`config.mk`:
```
export PLATFORM = sky130hd
export DESIGN_NAME = wb_stage
export DESIGN_NICKNAME = d
export VERILOG_FILES = /design/src/rtl/wb_stage.sv
export SDC_FILE = /design/constraint.sdc
export NUM_CORES = 1
export LEC_CHECK = 0
export ABC_AREA = 0
export BUFFER_PORTS_ARGS = -buffer_cell sky130_fd_sc_hd__buf_2
export CAP_MARGIN = 20
export CORE_ASPECT_RATIO = 1.25
export CORE_MARGIN = 1
export CORE_UTILIZATION = 50
export DETAILED_ROUTE_END_ITERATION = 6
export PLACE_DENSITY_LB_ADDON = 0.25
export SLEW_MARGIN = 20
export SYNTH_ARGS = -nofsm -noshare
export SYNTH_HDL_FRONTEND = slang
export SYNTH_SLANG_ARGS = --single-unit
```
`constraint.sdc`:
```
create_clock -name clk -period 5.4 [get_ports clk]
set_input_delay 1.08 -clock clk [delete_from_list [all_inputs] [get_ports clk]]
set_output_delay 1.08 -clock clk [all_outputs]
set_load 0.01 [all_outputs]
```
`src/rtl/wb_stage.sv`:
```
// wb_stage: register-file write-back arbiter for ALU results and LSU loads.
// Loads are tracked by a small FSM (IDLE/BEAT1/BEAT2). Returned data is
// aligned, width-extracted and sign/zero-extended before it is written.
// An ALU result that collides with a load write waits in a one-entry skid.
//
// Build option: define WB_MISALIGN_EN to merge misaligned loads from two
// data beats. Without it, a misaligned load raises load_misalign_err for one
// cycle and writes nothing.
module wb_stage #(
    parameter int RF_ADDR_W = 5,
    parameter int RST_HOLD  = 0
) (
    input  logic                 clk,
    input  logic                 reset,
    input  logic                 alu_wb_valid,
    input  logic [RF_ADDR_W-1:0] alu_wb_addr,
    input  logic [31:0]          alu_wb_data,
    input  logic                 load_valid,
    input  logic [2:0]           load_type,
    input  logic [1:0]           load_offset,
    input  logic [RF_ADDR_W-1:0] load_rd,
    input  logic                 data_rvalid,
    input  logic [31:0]          data_rdata,
    output logic                 rf_we,
    output logic [RF_ADDR_W-1:0] rf_waddr,
    output logic [31:0]          rf_wdata,
    output logic                 wb_busy,
    output logic                 load_misalign_err
);

    localparam logic [1:0] S_IDLE  = 2'd0;
    localparam logic [1:0] S_BEAT1 = 2'd1;
    localparam logic [1:0] S_BEAT2 = 2'd2;

    localparam int HOLD_W = (RST_HOLD > 0) ? $clog2(RST_HOLD + 1) : 1;

    // Load crosses a word boundary: half at offset 3, word (or reserved) off 1..3.
    function automatic logic is_misaligned(input logic [2:0] ty, input logic [1:0] off);
        logic mis;
        mis = 1'b0;
        case (ty[1:0])
            2'b00:   mis = 1'b0;
            2'b01:   mis = (off == 2'd3);
            default: mis = (off != 2'd0);
        endcase
        return mis;
    endfunction

    // Cut the loaded value to its width, then sign- or zero-extend to 32 bits.
    function automatic logic [31:0] extend_load(input logic [2:0] ty, input logic [31:0] raw);
        logic        sx;
        logic [31:0] res;
        sx  = 1'b0;
        res = raw;
        case (ty[1:0])
            2'b00: begin
                sx  = ~ty[2] & raw[7];
                res = {{24{sx}}, raw[7:0]};
            end
            2'b01: begin
                sx  = ~ty[2] & raw[15];
                res = {{16{sx}}, raw[15:0]};
            end
            default: res = raw;
        endcase
        return res;
    endfunction

    // Control state (asynchronously reset).
    logic [1:0]           state_q, state_d;
    logic                 skid_vld_q, skid_vld_d;
    logic                 rf_we_q, rf_we_d;
    logic [RF_ADDR_W-1:0] rf_waddr_q, rf_waddr_d;
    logic [31:0]          rf_wdata_q, rf_wdata_d;
    logic                 err_q, err_d;
    logic                 hold_q;
    logic [HOLD_W-1:0]    hold_cnt_q;

    // Data-path holding registers (no reset needed; qualified by control).
    logic [2:0]           ld_type_q;
    logic [1:0]           ld_off_q;
    logic [RF_ADDR_W-1:0] ld_rd_q;
    logic [RF_ADDR_W-1:0] skid_addr_q;
    logic [31:0]          skid_data_q;
`ifdef WB_MISALIGN_EN
    logic [31:0]          beat1_q;
`endif

    // Combinational helpers.
    logic                 ld_accept;
    logic                 ld_mis;
    logic                 ld_final;
    logic                 ld_err;
    logic [63:0]          ld_data64;
    logic [31:0]          ld_shifted;
    logic [31:0]          ld_result;
    logic                 skid_load;
    logic                 wr_vld;
    logic [RF_ADDR_W-1:0] wr_addr;
    logic [31:0]          wr_data;

    assign ld_accept = (state_q == S_IDLE) && load_valid;
    assign ld_mis    = is_misaligned(ld_type_q, ld_off_q);

`ifdef WB_MISALIGN_EN
    assign ld_final  = data_rvalid &&
                       (((state_q == S_BEAT1) && !ld_mis) || (state_q == S_BEAT2));
    assign ld_err    = 1'b0;
    // Second beat supplies the upper bytes; shifting the 64-bit pair by the
    // byte offset lines the requested bytes up at bit 0.
    assign ld_data64 = (state_q == S_BEAT2) ? {data_rdata, beat1_q} : {32'd0, data_rdata};
`else
    assign ld_final  = data_rvalid && (state_q == S_BEAT1) && !ld_mis;
    assign ld_err    = data_rvalid && (state_q == S_BEAT1) && ld_mis;
    assign ld_data64 = {32'd0, data_rdata};
`endif

    assign ld_shifted = 32'(ld_data64 >> {ld_off_q, 3'b000});
    assign ld_result  = extend_load(ld_type_q, ld_shifted);

    // Load FSM next state.
    always_comb begin
        state_d = state_q;
        case (state_q)
            S_IDLE: begin
                if (load_valid) state_d = S_BEAT1;
            end
            S_BEAT1: begin
`ifdef WB_MISALIGN_EN
                if (data_rvalid) state_d = ld_mis ? S_BEAT2 : S_IDLE;
`else
                if (data_rvalid) state_d = S_IDLE;
`endif
            end
`ifdef WB_MISALIGN_EN
            S_BEAT2: begin
                if (data_rvalid) state_d = S_IDLE;
            end
`endif
            default: state_d = S_IDLE;
        endcase
    end

    // Write arbitration: load beats skid, skid beats a fresh ALU result.
    always_comb begin
        skid_vld_d = skid_vld_q;
        skid_load  = 1'b0;
        wr_vld     = 1'b0;
        wr_addr    = '0;
        wr_data    = '0;
        rf_we_d    = 1'b0;
        rf_waddr_d = rf_waddr_q;
        rf_wdata_d = rf_wdata_q;
        err_d      = ld_err;

        if (ld_final) begin
            wr_vld  = 1'b1;
            wr_addr = ld_rd_q;
            wr_data = ld_result;
            // A colliding ALU result parks in the skid; dropped if already full.
            if (alu_wb_valid && !skid_vld_q) begin
                skid_vld_d = 1'b1;
                skid_load  = 1'b1;
            end
        end else if (skid_vld_q) begin
            // ALU input arriving while the skid drains is dropped.
            wr_vld     = 1'b1;
            wr_addr    = skid_addr_q;
            wr_data    = skid_data_q;
            skid_vld_d = 1'b0;
        end else if (alu_wb_valid) begin
            wr_vld  = 1'b1;
            wr_addr = alu_wb_addr;
            wr_data = alu_wb_data;
        end

        // x0 is hard-wired: suppress the write but keep outputs at last value.
        if (wr_vld && (wr_addr != '0)) begin
            rf_we_d    = 1'b1;
            rf_waddr_d = wr_addr;
            rf_wdata_d = wr_data;
        end
    end

    // Control registers and write-port outputs.
    always_ff @(posedge clk or posedge reset) begin
        if (reset) begin
            state_q    <= S_IDLE;
            skid_vld_q <= 1'b0;
            rf_we_q    <= 1'b0;
            rf_waddr_q <= '0;
            rf_wdata_q <= '0;
            err_q      <= 1'b0;
        end else begin
            state_q    <= state_d;
            skid_vld_q <= skid_vld_d;
            rf_we_q    <= rf_we_d;
            rf_waddr_q <= rf_waddr_d;
            rf_wdata_q <= rf_wdata_d;
            err_q      <= err_d;
        end
    end

    // Post-reset busy hold: cleared after RST_HOLD extra cycles.
    always_ff @(posedge clk or posedge reset) begin
        if (reset) begin
            hold_q     <= 1'b1;
            hold_cnt_q <= HOLD_W'(RST_HOLD);
        end else if (hold_q) begin
            if (hold_cnt_q == '0) begin
                hold_q <= 1'b0;
            end else begin
                hold_cnt_q <= hold_cnt_q - HOLD_W'(1);
            end
        end
    end

    // Capture load attributes, first beat and skid payload.
    always_ff @(posedge clk) begin
        if (ld_accept) begin
            ld_type_q <= load_type;
            ld_off_q  <= load_offset;
            ld_rd_q   <= load_rd;
        end
        if (skid_load) begin
            skid_addr_q <= alu_wb_addr;
            skid_data_q <= alu_wb_data;
        end
`ifdef WB_MISALIGN_EN
        if ((state_q == S_BEAT1) && data_rvalid) begin
            beat1_q <= data_rdata;
        end
`endif
    end

    assign rf_we             = rf_we_q;
    assign rf_waddr          = rf_waddr_q;
    assign rf_wdata          = rf_wdata_q;
    assign load_misalign_err = err_q;
    assign wb_busy           = (state_q != S_IDLE) | skid_vld_q | hold_q;

endmodule

```
-- Yosys cells after proc, flatten, opt, wreduce, memory -nomap -nowiden
Cells that the tools add are included.
- $add $sub $neg: 1
- equal/unequal tests: 6
- shift-type cells: 1
- mux-type cells: 22
- bitwise gates (word level): 5
- reduce and logical (&&, ||, !) cells: 14
- operators by type and width (kind ; count):
    $mux 32 ; 3
    $pmux 32 s2 ; 1
    $shr 32x5->32 ; 1
    $mux 5 ; 3
    $mux 1 ; 11
    $logic_and 1x1->1 ; 6
    $reduce_bool 5->1 ; 1
    $eq 2x1->1 const B ; 2
    $logic_not 2->1 ; 2
    $mux 2 ; 2
    $ne 2x2->1 const B ; 2
    $pmux 2 s2 ; 1
    $reduce_bool 2->1 ; 2
    $and 1x1->1 ; 2
    $eq 2x2->1 const B ; 1
    $logic_not 1->1 ; 2
    $ne 2x1->1 const B ; 1
    $or 1x1->1 ; 2
    $pmux 1 s2 ; 1
    $reduce_and 2->1 ; 1
    $not 1->1 ; 1
    $sub 1x1->1 const B ; 1
- register bits: 91
- input port bits: 84
- output and inout port bits: 40
- word-level logic and storage cells: 62

-- Depth between registers and ports, before layout
Gate-level depths: netlist of run 1.
- word-level depth: 8
- depth in mapped cells: 8
- depth with buffers taken out: 5

-- Least setup slack after synthesis of run 1
OpenSTA, ideal clock, no wires.
- path type: input-to-reg
- start: input port data_rvalid
- end: register skid_addr_q[0], enable pin
- library setup time: 0.431 ns
- arrival: 3.114 ns
- data required time: 4.969 ns
- path slack: 1.855 ns
- stages on the path: 3
- path buffers: 1
- path through: nand4_2 clkbuf_1 nor2_1
- word-level cells in the longest chain between the ends: 3
- RTL lines (what ; RTL line ; RTL):
    start, declared ; 22 ; input logic data_rvalid,
    $logic_and 1x1->1 (2 in series) ; 113 ; assign ld_final = data_rvalid && (state_q == S_BEAT1) && !ld_mis;
    $mux 1 ; 156 ; if (ld_final) begin
    named net skid_load ; 97 ; logic skid_load;
    end signal, assigned ; 226 ; skid_addr_q <= alu_wb_addr;
    end, declared ; 83 ; logic [RF_ADDR_W-1:0] skid_addr_q;
The timed path passes the listed nets, and every way through them passes these cells.
A chain may end at the register's enable or synchronous reset.

-- Worst setup path in the final report of run 1
- start: register ld_off_q[0]
- end: register rf_wdata_q[11], in the netlist rf_wdata[11]
- word-level cells in the longest chain between the ends: 7
- elaborated cells on any way between the ends: 13
- classes of those cells: eq/ne: 1; shift: 1; mux: 5; bitwise: 1; reduce/logical: 5
- RTL lines (what ; RTL line ; RTL):
    start, declared ; 81 ; logic [1:0] ld_off_q;
    start signal, assigned ; 222 ; ld_off_q <= load_offset;
    parallel branches: the longest is 7 deep, another holds $shr 32x5->32 ; -- ;
    end signal, assigned ; 199 ; rf_wdata_q <= rf_wdata_d;
    end, declared ; 74 ; logic [31:0] rf_wdata_q, rf_wdata_d;
Several ways; the timed one is not identified.

==> results of run 1 <==
cell usage after synthesis, types with 2 or more instances:
library cell	n
nor2_1	29
o211ai_1	15
a22oi_1	14
buf_6	3
buf_2	2
dfrtp_1	41
buf_4	2
o41ai_1	2
inv_1	3
a221oi_1	22
mux2_4	29
buf_1	5
nor2b_1	2
o21ai_0	46
clkbuf_1	19
nand3_1	6
a21oi_1	9
nand3b_1	10
mux2i_1	17
mux2_2	8
a21o_1	2
edfxtp_1	47
a211oi_1	3
nand2b_1	2
or3_1	2
nand2_1	11
state kept, by name, indices dropped and copies added, names as in the netlist, 2 cells and up:
register     count
skid_addr_q      5
skid_data_q     32
ld_off_q         2
rf_waddr         5
ld_rd_q          5
ld_type_q        3
rf_wdata        32
worst paths after layout:
check                             startpoint            to  slack [ns]  cells after the start
worst max-delay path             ld_off_q[0]  rf_wdata[11]        2.17                      7
worst min-delay path            rf_wdata[22]  rf_wdata[22]        0.51                      1
max in group asynchronous              reset        hold_q        4.17                      3
worst max register to register   ld_off_q[0]  rf_wdata[11]        2.17                      7
min in group asynchronous              reset  rf_wdata[22]        0.83                      3
worst min register to register  rf_wdata[22]  rf_wdata[22]        0.51                      1
cells in the final DEF, fill, tap and decap left out, types with 3 or more instances in the layout:
master	instances
o211ai_1	15
mux2_4	29
nor2_1	28
clkbuf_8	9
buf_2	123
nand3b_1	10
mux2i_1	17
edfxtp_1	47
buf_4	4
a22oi_1	14
dfrtp_1	41
mux2_2	8
nand3_1	6
a21oi_1	9
nand2_1	11
a221oi_1	22
a211oi_1	3
o21ai_0	46
clkbuf_1	4
stage by stage:
step	instance area (sq um)	hold slack (ns)	power (mW)	utilization [%]	worst slack (ns)
after global routing	5399	0.5242	1.696	62.05	1.933
after CTS	5356	0.5138	1.633	61.56	1.817
after detailed placement	5200	0.4967	1.242	59.76	1.834
after floorplan	4509	0.4620	1.090	-	1.855
after global placement	5172	0.4907	1.228	59.45	1.644
final	5399	0.5123	1.621	62.05	2.170
kinds of logic after synthesis:
logic type	count (synthesis)	synth area share (%)
mux	55	15.93
buf+inv	34	3.552
flops	89	54.63
simple gates	70	8.768
other cells	1	0.08316
compound gates	116	17.04
power groups by stage:
stage	Sequential, mW	Combinational, mW	Clock, mW
after CTS	0.840	0.389	0.404
after floorplan	0.866	0.225	0
after global routing	0.843	0.428	0.425
after global placement	0.851	0.377	0
final	0.836	0.393	0.392
after detailed placement	0.853	0.389	0
routing by layer:
layer	global-route usage (%)	vias up
li1	-	1629
met2	38.98	165
met3	5.954	19
met4	10.36	0
met1	32.26	1689
met5	0	-
critical path, stage by stage, from the launching register on:
cell and delay, ns:
edfxtp_1 0.37, buf_4 0.28, o21ai_2 0.22, and4_2 0.90
nor4b_4 0.19, nor2_4 0.56, buf_16 0.25, mux2_4 0.31
area by class of cell:
cell class	count	area (sq um)	share of cell area, %
Tap cell	120	150.1	2.781
Inverter	3	11.26	0.2086
Timing Repair Buffer	130	715.7	13.26
Clock buffer	13	138.9	2.572
Clock inverter	3	17.52	0.3244
Multi-Input combinational cell	242	1902	35.23
Sequential cell	89	2464	45.63
==> flow_summary_export.csv, run 1 <==
group,metric,value,unit
status,outcome,"completed",
final_layout,final_layout_size_suffix_gt1_share,40.00,%
sta,max_slew_margin,36.93,%
sta,fmax,309.6,MHz
run,drv_cap,0,
yosys,synth_top_area_share,31.30,%
yosys,seq_area_frac_synth,54.63,%
grt,grt_pass1_vias,3370,
floorplanning,start_util,51.83,%
yosys,synth.distinct_cells,40,
clock_network,post_cts_buffers,0,
yosys,ys_async_sr_fraction,47.19,%
final_layout,layout-area-overhead-vs-synth,19.73,%
sta,hold_viol_final,0,
sta,setup_tns,0,ns
yosys,syn_nets,449,
power_and_ir_drop,intPower,1.152,mW
yosys,synthesis.instances,365,
grt,grt_max_degree,54,
critical_path,arrival,3.49,ns
drt,via_count,3502,
clock_network,postCtsHoldBufs,0,
drt,ant_nets,0,
clock_network,cts_root_buf,"clkbuf_8",
power_and_ir_drop,pwr-share-seq,51.6,%
placed_design,port_buffers,123,
critical_path,end_kind,"flip-flop",
placed_design,dp.cells,582,
drt,m1WireLength,4569,um
critical_path,critPathKind,"reg -> reg",
clock_network,cts-resized-gates,0,
final_layout,antennaDiodeCount,0,
power_and_ir_drop,vdd.ir_drop.worst,0.1623,mV
clock_network,cts_tree,"yes",
sta,period_needed,3.230,ns
placed_design,gp_congestion,0.8338,
floorplanning,die_w,86.94,um
floorplanning,die_area,9405,sq um
critical_path,crit_fanout,53,
drt,met2WireLength,5289,um
clock_network,cts_buffers,9,
drt,drt-total-wl,10910,um
power_and_ir_drop,p_comb_share,24.2,%
sta,setup_viol,0,
clock_network,path_clk_slew,0.08,ns
power_and_ir_drop,power.share.clock,24.2,%
yosys,syn_area_per_cell,12.35,sq um
placed_design,dpl.hpwl,7853,um
drt,first_pass_iters,5,
drt,viasPerCell,5.837,
drt,wl_per_cell,18.18,um
yosys,netlist_top_cells_area,"edfxtp_1 (31%), dfrtp_1 (23%), mux2_4 (9.7%), o21ai_0 (5.1%), a221oi_1 (4.3%)",
sta,finalCritPeriodShare,59.82,%
floorplanning,io_pins,124,
critical_path,required,5.66,ns
power_and_ir_drop,p_leak,2.349,nW
power_and_ir_drop,netSwitchingFraction,28.97,%
drt,met3_length,796,um
grt,gr-total-overflow,0,
clock_network,clkLatencyLatePin,0.37,ns
min_path,hp-class,"reg -> reg",
clock_network,cts.sinks,89,
yosys,yosysTopAreaCell,"edfxtp_1",
clock_network,cts.htree.levels,3,
floorplanning,rows,38,
yosys,yosysWarnings,0,
yosys,ys_ff_latch,89,
final_layout,fillers,742,
power_and_ir_drop,p_sw,0.4696,mW
final_layout,fin_cells,600,
drt,top_layer,"met4",
clock_network,cts_max_path_buffers,2,
sta,rsz0062_at_grt,"no",
floorplanning,core-area,8701,sq um
final_layout,fin_nets,559,
power_and_ir_drop,p_per_area,300.3,nW/um^2
sta,fin_skew,0.01081,ns
sta,slew_viol_final,0,
grt,grt_antenna_before_repair,0,
drt,drcViolationCount,0,
drt,first_iter_violations,215,
grt,grt_pass1_wl,17190,um
grt,grt.total_usage,24.61,%
sta,worst_pin_slew,0.9460,ns
critical_path,start_kind,"flip-flop",
yosys,syn_area,4509,sq um
yosys,synth_edf_count,47,
yosys,synthFlopType,"edfxtp_1",
floorplanning,fp.dieH,108.2,um
No activity file was read; power rests on OpenSTA's default activity.
==> run 2: changes to the inputs <==
Clock period 5.4 ns to 3.2 ns, I/O delays scaled along.
==> flow_summary_export.csv, run 2 (synthesis results as in run 1) <==
group,metric,value,unit
power_and_ir_drop,p_leak,2.393,nW
floorplanning,io_pins,124,
final_layout,mostFrequentLayoutCells,"buf_2 (123), edfxtp_1 (47), o21ai_0 (46), dfrtp_1 (41), mux2_4 (29)",
power_and_ir_drop,intPower,2.120,mW
clock_network,cts_tree,"yes",
power_and_ir_drop,p_sw,0.8277,mW
clock_network,postCtsHoldBufs,0,
placed_design,gp_congestion,0.8616,
critical_path,r2r_cells,6,
power_and_ir_drop,netSwitchingFraction,28.08,%
status,outcome,"completed",
critical_path,r2r_slack,0.58,ns
sta,slew_viol_final,0,
clock_network,post_cts_buffers,0,
grt,gr-total-overflow,0,
drt,viasPerCell,5.975,
drt,drcViolationCount,0,
sta,fin_skew,0.01749,ns
clock_network,cts_root_buf,"clkbuf_8",
placed_design,port_buffers,123,
min_path,hp-class,"in -> async",
sta,max_slew_margin,42.96,%
sta,finalCritPeriodShare,81.74,%
grt,grt_pass1_wl,17990,um
final_layout,fillers,712,
floorplanning,die_w,86.94,um
power_and_ir_drop,vdd.ir_drop.worst,0.2622,mV
clock_network,cts.htree.levels,3,
final_layout,design_area,5458,sq um
sta,period_needed,2.616,ns
critical_path,critPathKind,"reg -> reg",
drt,drt-total-wl,11480,um
critical_path,crit_fanout,52,
critical_path,start_kind,"flip-flop",
placed_design,dpl.hpwl,8202,um
power_and_ir_drop,pwr-share-seq,48.0,%
drt,ant_nets,0,
clock_network,path_clk_slew,0.10,ns
final_layout,antennaDiodeCount,0,
clock_network,clkLatencyLatePin,0.38,ns
sta,setup_viol,0,
critical_path,required,3.52,ns
drt,wl_per_cell,19.00,um
sta,worst_pin_slew,0.8539,ns
clock_network,cts_max_path_buffers,2,
grt,grt_antenna_before_repair,0,
floorplanning,start_util,51.83,%
floorplanning,core-area,8701,sq um
placed_design,placed_cell_area,5238,sq um
grt,grt.total_usage,25.59,%
drt,via_count,3609,
grt,grt_pass1_vias,3581,
power_and_ir_drop,p_comb_share,22.6,%
floorplanning,die_area,9405,sq um
final_layout,layout_commonest_cell,"buf_2",
power_and_ir_drop,p_per_area,540.1,nW/um^2
final_layout,layout-area-overhead-vs-synth,21.03,%
final_layout,final_layout_size_suffix_gt1_share,41.12,%
critical_path,arrival,2.93,ns
clock_network,cts_buffers,9,
power_and_ir_drop,power.share.clock,29.4,%
critical_path,end_kind,"flip-flop",
sta,hold_viol_final,0,
floorplanning,rows,38,
clock_network,cts.sinks,89,
clock_network,cts-resized-gates,0,
final_layout,fin_nets,563,
grt,grt_max_degree,53,
critical_path,reg2reg_from,"ld_off_q[1]",
drt,first_iter_violations,279,
floorplanning,fp.dieH,108.2,um
sta,setup_tns,0,ns
run,drv_cap,0,
drt,first_pass_iters,4,
sta,fmax,382.3,MHz
sta,rsz0062_at_grt,"no",
critical_path,rr_endpoint,"rf_wdata[16]",
## run 2: cell type report
cell class | instances | area (sq um) | share of cell area, %
multi-input cells | 242 | 1902 | 34.85
inverters | 3 | 11.26 | 0.2063
well taps | 120 | 150.1 | 2.751
clock inverters | 5 | 78.83 | 1.444
flip-flops and latches | 89 | 2464 | 45.14
repair buffers | 134 | 710.7 | 13.02
clock buffers | 11 | 141.4 | 2.591
## run 2: power groups by stage
stage	Clock, mW	Sequential [mW]	Combinational, mW
2_1_floorplan	0	1.46	0.379
3_3_place_gp	0	1.44	0.651
3_5_place_dp	0	1.44	0.666
4_1_cts	0.883	1.41	0.667
5_1_grt	0.921	1.43	0.722
6_report	0.867	1.41	0.666
## run 2: worst max-delay path by stage
stage / to / from / cells past startpoint / slack (ns)
global placement: rf_wdata[4] / alu_wb_valid / 7 / 0.70
floorplan: skid_addr_q[0] / ld_off_q[1] / 5 / 0.002
CTS: rf_wdata[16] / ld_off_q[1] / 6 / 0.60
global route: rf_wdata[17] / ld_off_q[1] / 6 / 0.45
finish: rf_wdata[16] / ld_off_q[1] / 6 / 0.58
detailed placement: rf_wdata[16] / data_rvalid / 6 / 0.57
## run 2: critical path, stage by stage (launching register included)
cell and delay (ns):
edfxtp_1 0.47, o21ai_2 0.23, and4_2 0.29, buf_4 0.46, nand4_1 0.59, o21ai_0 0.32, mux2_4 0.20
## run 2: through the flow
step / util [%] / cells / hold WS, ns / worst slack [ns] / power [mW]
global placement: 60.20 / 588 / 0.4855 / 0.7008 / 2.086
CTS: 62.73 / 604 / 0.2975 / 0.6023 / 2.965
floorplan: - / 365 / 0.4620 / 0.001806 / 1.840
detailed placement: 60.20 / 588 / 0.4957 / 0.5707 / 2.102
global route: 62.73 / 604 / 0.3288 / 0.4510 / 3.070
finish: 62.73 / 604 / 0.2892 / 0.5843 / 2.948
## run 2: layer usage
layer | GRT usage [%] | routed length (um) | vias to the layer above
met5 | 0 | 0 | -
met1 | 33.07 | 4723 | 1770
met4 | 10.95 | 299 | 0
li1 | - | - | 1639
met2 | 41.34 | 5648 | 173
met3 | 5.649 | 808 | 27
==> run 3: changes to the inputs <==
Settings changed: ABC_AREA 0 to 1, CORE_UTILIZATION 50 to 48.
Clock period 3.2 ns to 2.3 ns, I/O delays scaled along.
==> flow_summary_export.csv, run 3 <==
group,metric,value,unit
status,outcome,"completed",
yosys,muxShareOfSynthArea,0,%
clock_network,postCtsHoldBufs,0,
yosys,synth-simple-area-share,29.13,%
floorplanning,core-area,9271,sq um
critical_path,required,2.57,ns
min_path,hp-class,"in -> async",
yosys,synth.distinct_cells,30,
placed_design,dpl.hpwl,8958,um
critical_path,start_kind,"flip-flop",
sta,hold_viol_final,0,
clock_network,cts.htree.levels,3,
floorplanning,start_util,50.04,%
yosys,yosysWarnings,0,
power_and_ir_drop,vdd.ir_drop.worst,0.4045,mV
floorplanning,rows,39,
sta,fmax,529.0,MHz
drt,via_count,4195,
clock_network,cts_max_path_buffers,2,
critical_path,rr_endpoint,"rf_wdata[9]",
power_and_ir_drop,p_leak,2.745,nW
drt,ant_nets,0,
critical_path,reg2reg_from,"skid_vld_q",
final_layout,fin_cells,797,
yosys,synth_edf_count,47,
drt,first_pass_iters,5,
final_layout,design_area,5663,sq um
yosys,netlist_top_cells_area,"edfxtp_1 (30%), dfrtp_1 (22%), nand2_1 (18%), nand3_1 (4.7%), a22o_1 (4.5%)",
grt,grt.total_usage,25.38,%
grt,grt_pass1_vias,4104,
drt,drt-total-wl,12150,um
yosys,seq_area_frac_synth,53.10,%
yosys,netlist_top_cells_count,"nand2_1 (218), nor2_1 (53), edfxtp_1 (47)",
sta,setup_viol,0,
grt,gr-total-overflow,0,
drt,wl_per_cell,15.24,um
yosys,post-synth-top-count-cell,"nand2_1",
clock_network,path_clk_slew,0.06,ns
drt,viasPerCell,5.263,
floorplanning,io_pins,124,
final_layout,final_layout_size_suffix_gt1_share,24.78,%
power_and_ir_drop,p_per_area,760.4,nW/um^2
critical_path,crit_path_end,"rf_wdata[9]",
sta,period_needed,1.891,ns
clock_network,clkLatencyLatePin,0.34,ns
placed_design,gp_congestion,0.9303,
clock_network,cts_root_buf,"clkbuf_16",
final_layout,fin_nets,753,
yosys,ys_ff_latch,89,
floorplanning,die_w,89.94,um
critical_path,critPathKind,"reg -> reg",
placed_design,placed_cell_area,5383,sq um
yosys,synth_compound_area_share,12.30,%
yosys,synth_top_area_share,30.42,%
final_layout,layout_commonest_cell,"nand2_1",
critical_path,arrival,2.16,ns
clock_network,cts_tree,"yes",
yosys,synth_top_family_by_area,"simple AND/OR/NAND/NOR gates",
drt,drcViolationCount,0,
run,drv_cap,0,
yosys,yosys.area_share.xor_xnor,0,%
sta,rsz0062_at_grt,"no",
clock_network,post_cts_buffers,0,
sta,max_slew_margin,46.22,%
grt,grt_antenna_before_repair,0,
clock_network,cts.sinks,89,
placed_design,port_buffers,123,
final_layout,layout-area-overhead-vs-synth,22.06,%
yosys,synthFlopType,"edfxtp_1",
critical_path,r2r_cells,9,
yosys,yosysTopAreaCell,"edfxtp_1",
yosys,syn_area,4639,sq um
final_layout,mostFrequentLayoutCells,"nand2_1 (216), buf_2 (123), nor2_1 (53), edfxtp_1 (47), nand3_1 (44)",
floorplanning,die_area,10070,sq um
yosys,synth_fa_ha_area_share,0,%
sta,fin_skew,0.01094,ns
sta,worst_pin_slew,0.8038,ns
critical_path,end_kind,"flip-flop",
yosys,syn_area_per_cell,8.359,sq um
critical_path,r2r_slack,0.41,ns
final_layout,antennaDiodeCount,0,
floorplanning,fp.dieH,111.9,um
yosys,syn_nets,639,
clock_network,cts_buffers,9,
drt,first_iter_violations,380,
placed_design,dp.cells,781,
sta,finalCritPeriodShare,82.20,%
critical_path,cp-startpoint,"skid_vld_q",
sta,slew_viol_final,0,
yosys,synthesis.instances,555,
yosys,ys_async_sr_fraction,47.19,%
sta,hold_slack,0.2514,ns
critical_path,crit_fanout,33,
grt,grt_pass1_wl,19910,um
final_layout,fillers,849,
grt,grt_max_degree,43,
-- run 3: cell types whose count changed after synthesis, sizes merged, moves of 8 or more --
cell | previous run | this run
mux2 | 37 | 0
nor2 | 30 | 55
o211ai | 15 | 0
nand2 | 11 | 223
a221oi | 22 | 0
buf | 12 | 20
o21bai | 0 | 8
inv | 3 | 14
a22o | 0 | 24
mux2i | 17 | 0
nand3 | 7 | 46
-- run 3: worst max-delay path, cell delays in order (launching register included) --
cell and delay (ns):
dfrtp_1 0.62, inv_1 0.14, o21ai_1 0.15, nand2_1 0.06, nand2_1 0.12, nand3_4 0.09
nor2_2 0.25, buf_12 0.23, nand2_1 0.08, nand2_1 0.06
-- run 3: logic make-up (layout without fill, tap and decap cells) --
| group | after synthesis | count (layout) |
|---|---|---|
| flops | 89 | 89 |
| other cells | 1 | 1 |
| buf+inv | 50 | 169 |
| simple gates | 329 | 329 |
| compound gates | 86 | 86 |
-- run 3: how the worst min path moves through the flow --
stage	start	to	slack [ns]	depth (start not counted)
after detailed placement	rf_wdata[15]	rf_wdata[15]	0.46	2
after CTS	reset	rf_wdata[21]	0.27	3
after global routing	load_rd[3]	ld_rd_q[3]	0.28	1
after global placement	rf_waddr[1]	rf_waddr[1]	0.46	2
final	reset	rf_we	0.25	3
after floorplan	rf_waddr[0]	rf_waddr[0]	0.51	2
-- run 3: layout make-up --
type	instances	area (sq um)	share of cell area, %
clock buffers	14	264.0	4.662
multi-input cells	416	1942	34.29
inverters	14	52.55	0.9280
clock inverters	2	13.76	0.2430
flip-flops and latches	89	2464	43.50
well taps	123	153.9	2.718
repair buffers	139	773.2	13.65
-- run 3: report_power, final --
| part | switching [mW] | internal (mW) |
|---|---|---|
| sequential | 0.0902 | 1.86 |
| combinational | 0.605 | 0.370 |
| clock | 0.585 | 0.793 |
-- run 3: through the flow --
step	worst slack, ns	setup TNS [ns]	total power [mW]	util, %
2_1_floorplan	-0.1066	-3.944	2.576	-
3_5_place_dp	0.3339	0	2.960	58.06
3_3_place_gp	0.4190	0	2.943	58.06
5_1_grt	0.1706	0	4.512	61.08
6_report	0.4095	0	4.306	61.08
4_1_cts	0.2995	0	4.332	61.05
-- run 3: per-layer routing --
metal,GRT usage (%),vias up,wire [um],share of wire [%]
met3,5.260,25,765,6.3
met2,42.31,163,5888,48
met4,9.570,0,274,2.3
li1,-,2078,-,-
met5,0,-,0,0
met1,32.73,1929,5222,43
-- run 3: repair_timing --
item,in CTS,in global routing
setup endpoints to repair,0,2
resized for setup,0,1
hold endpoints to repair,0,0
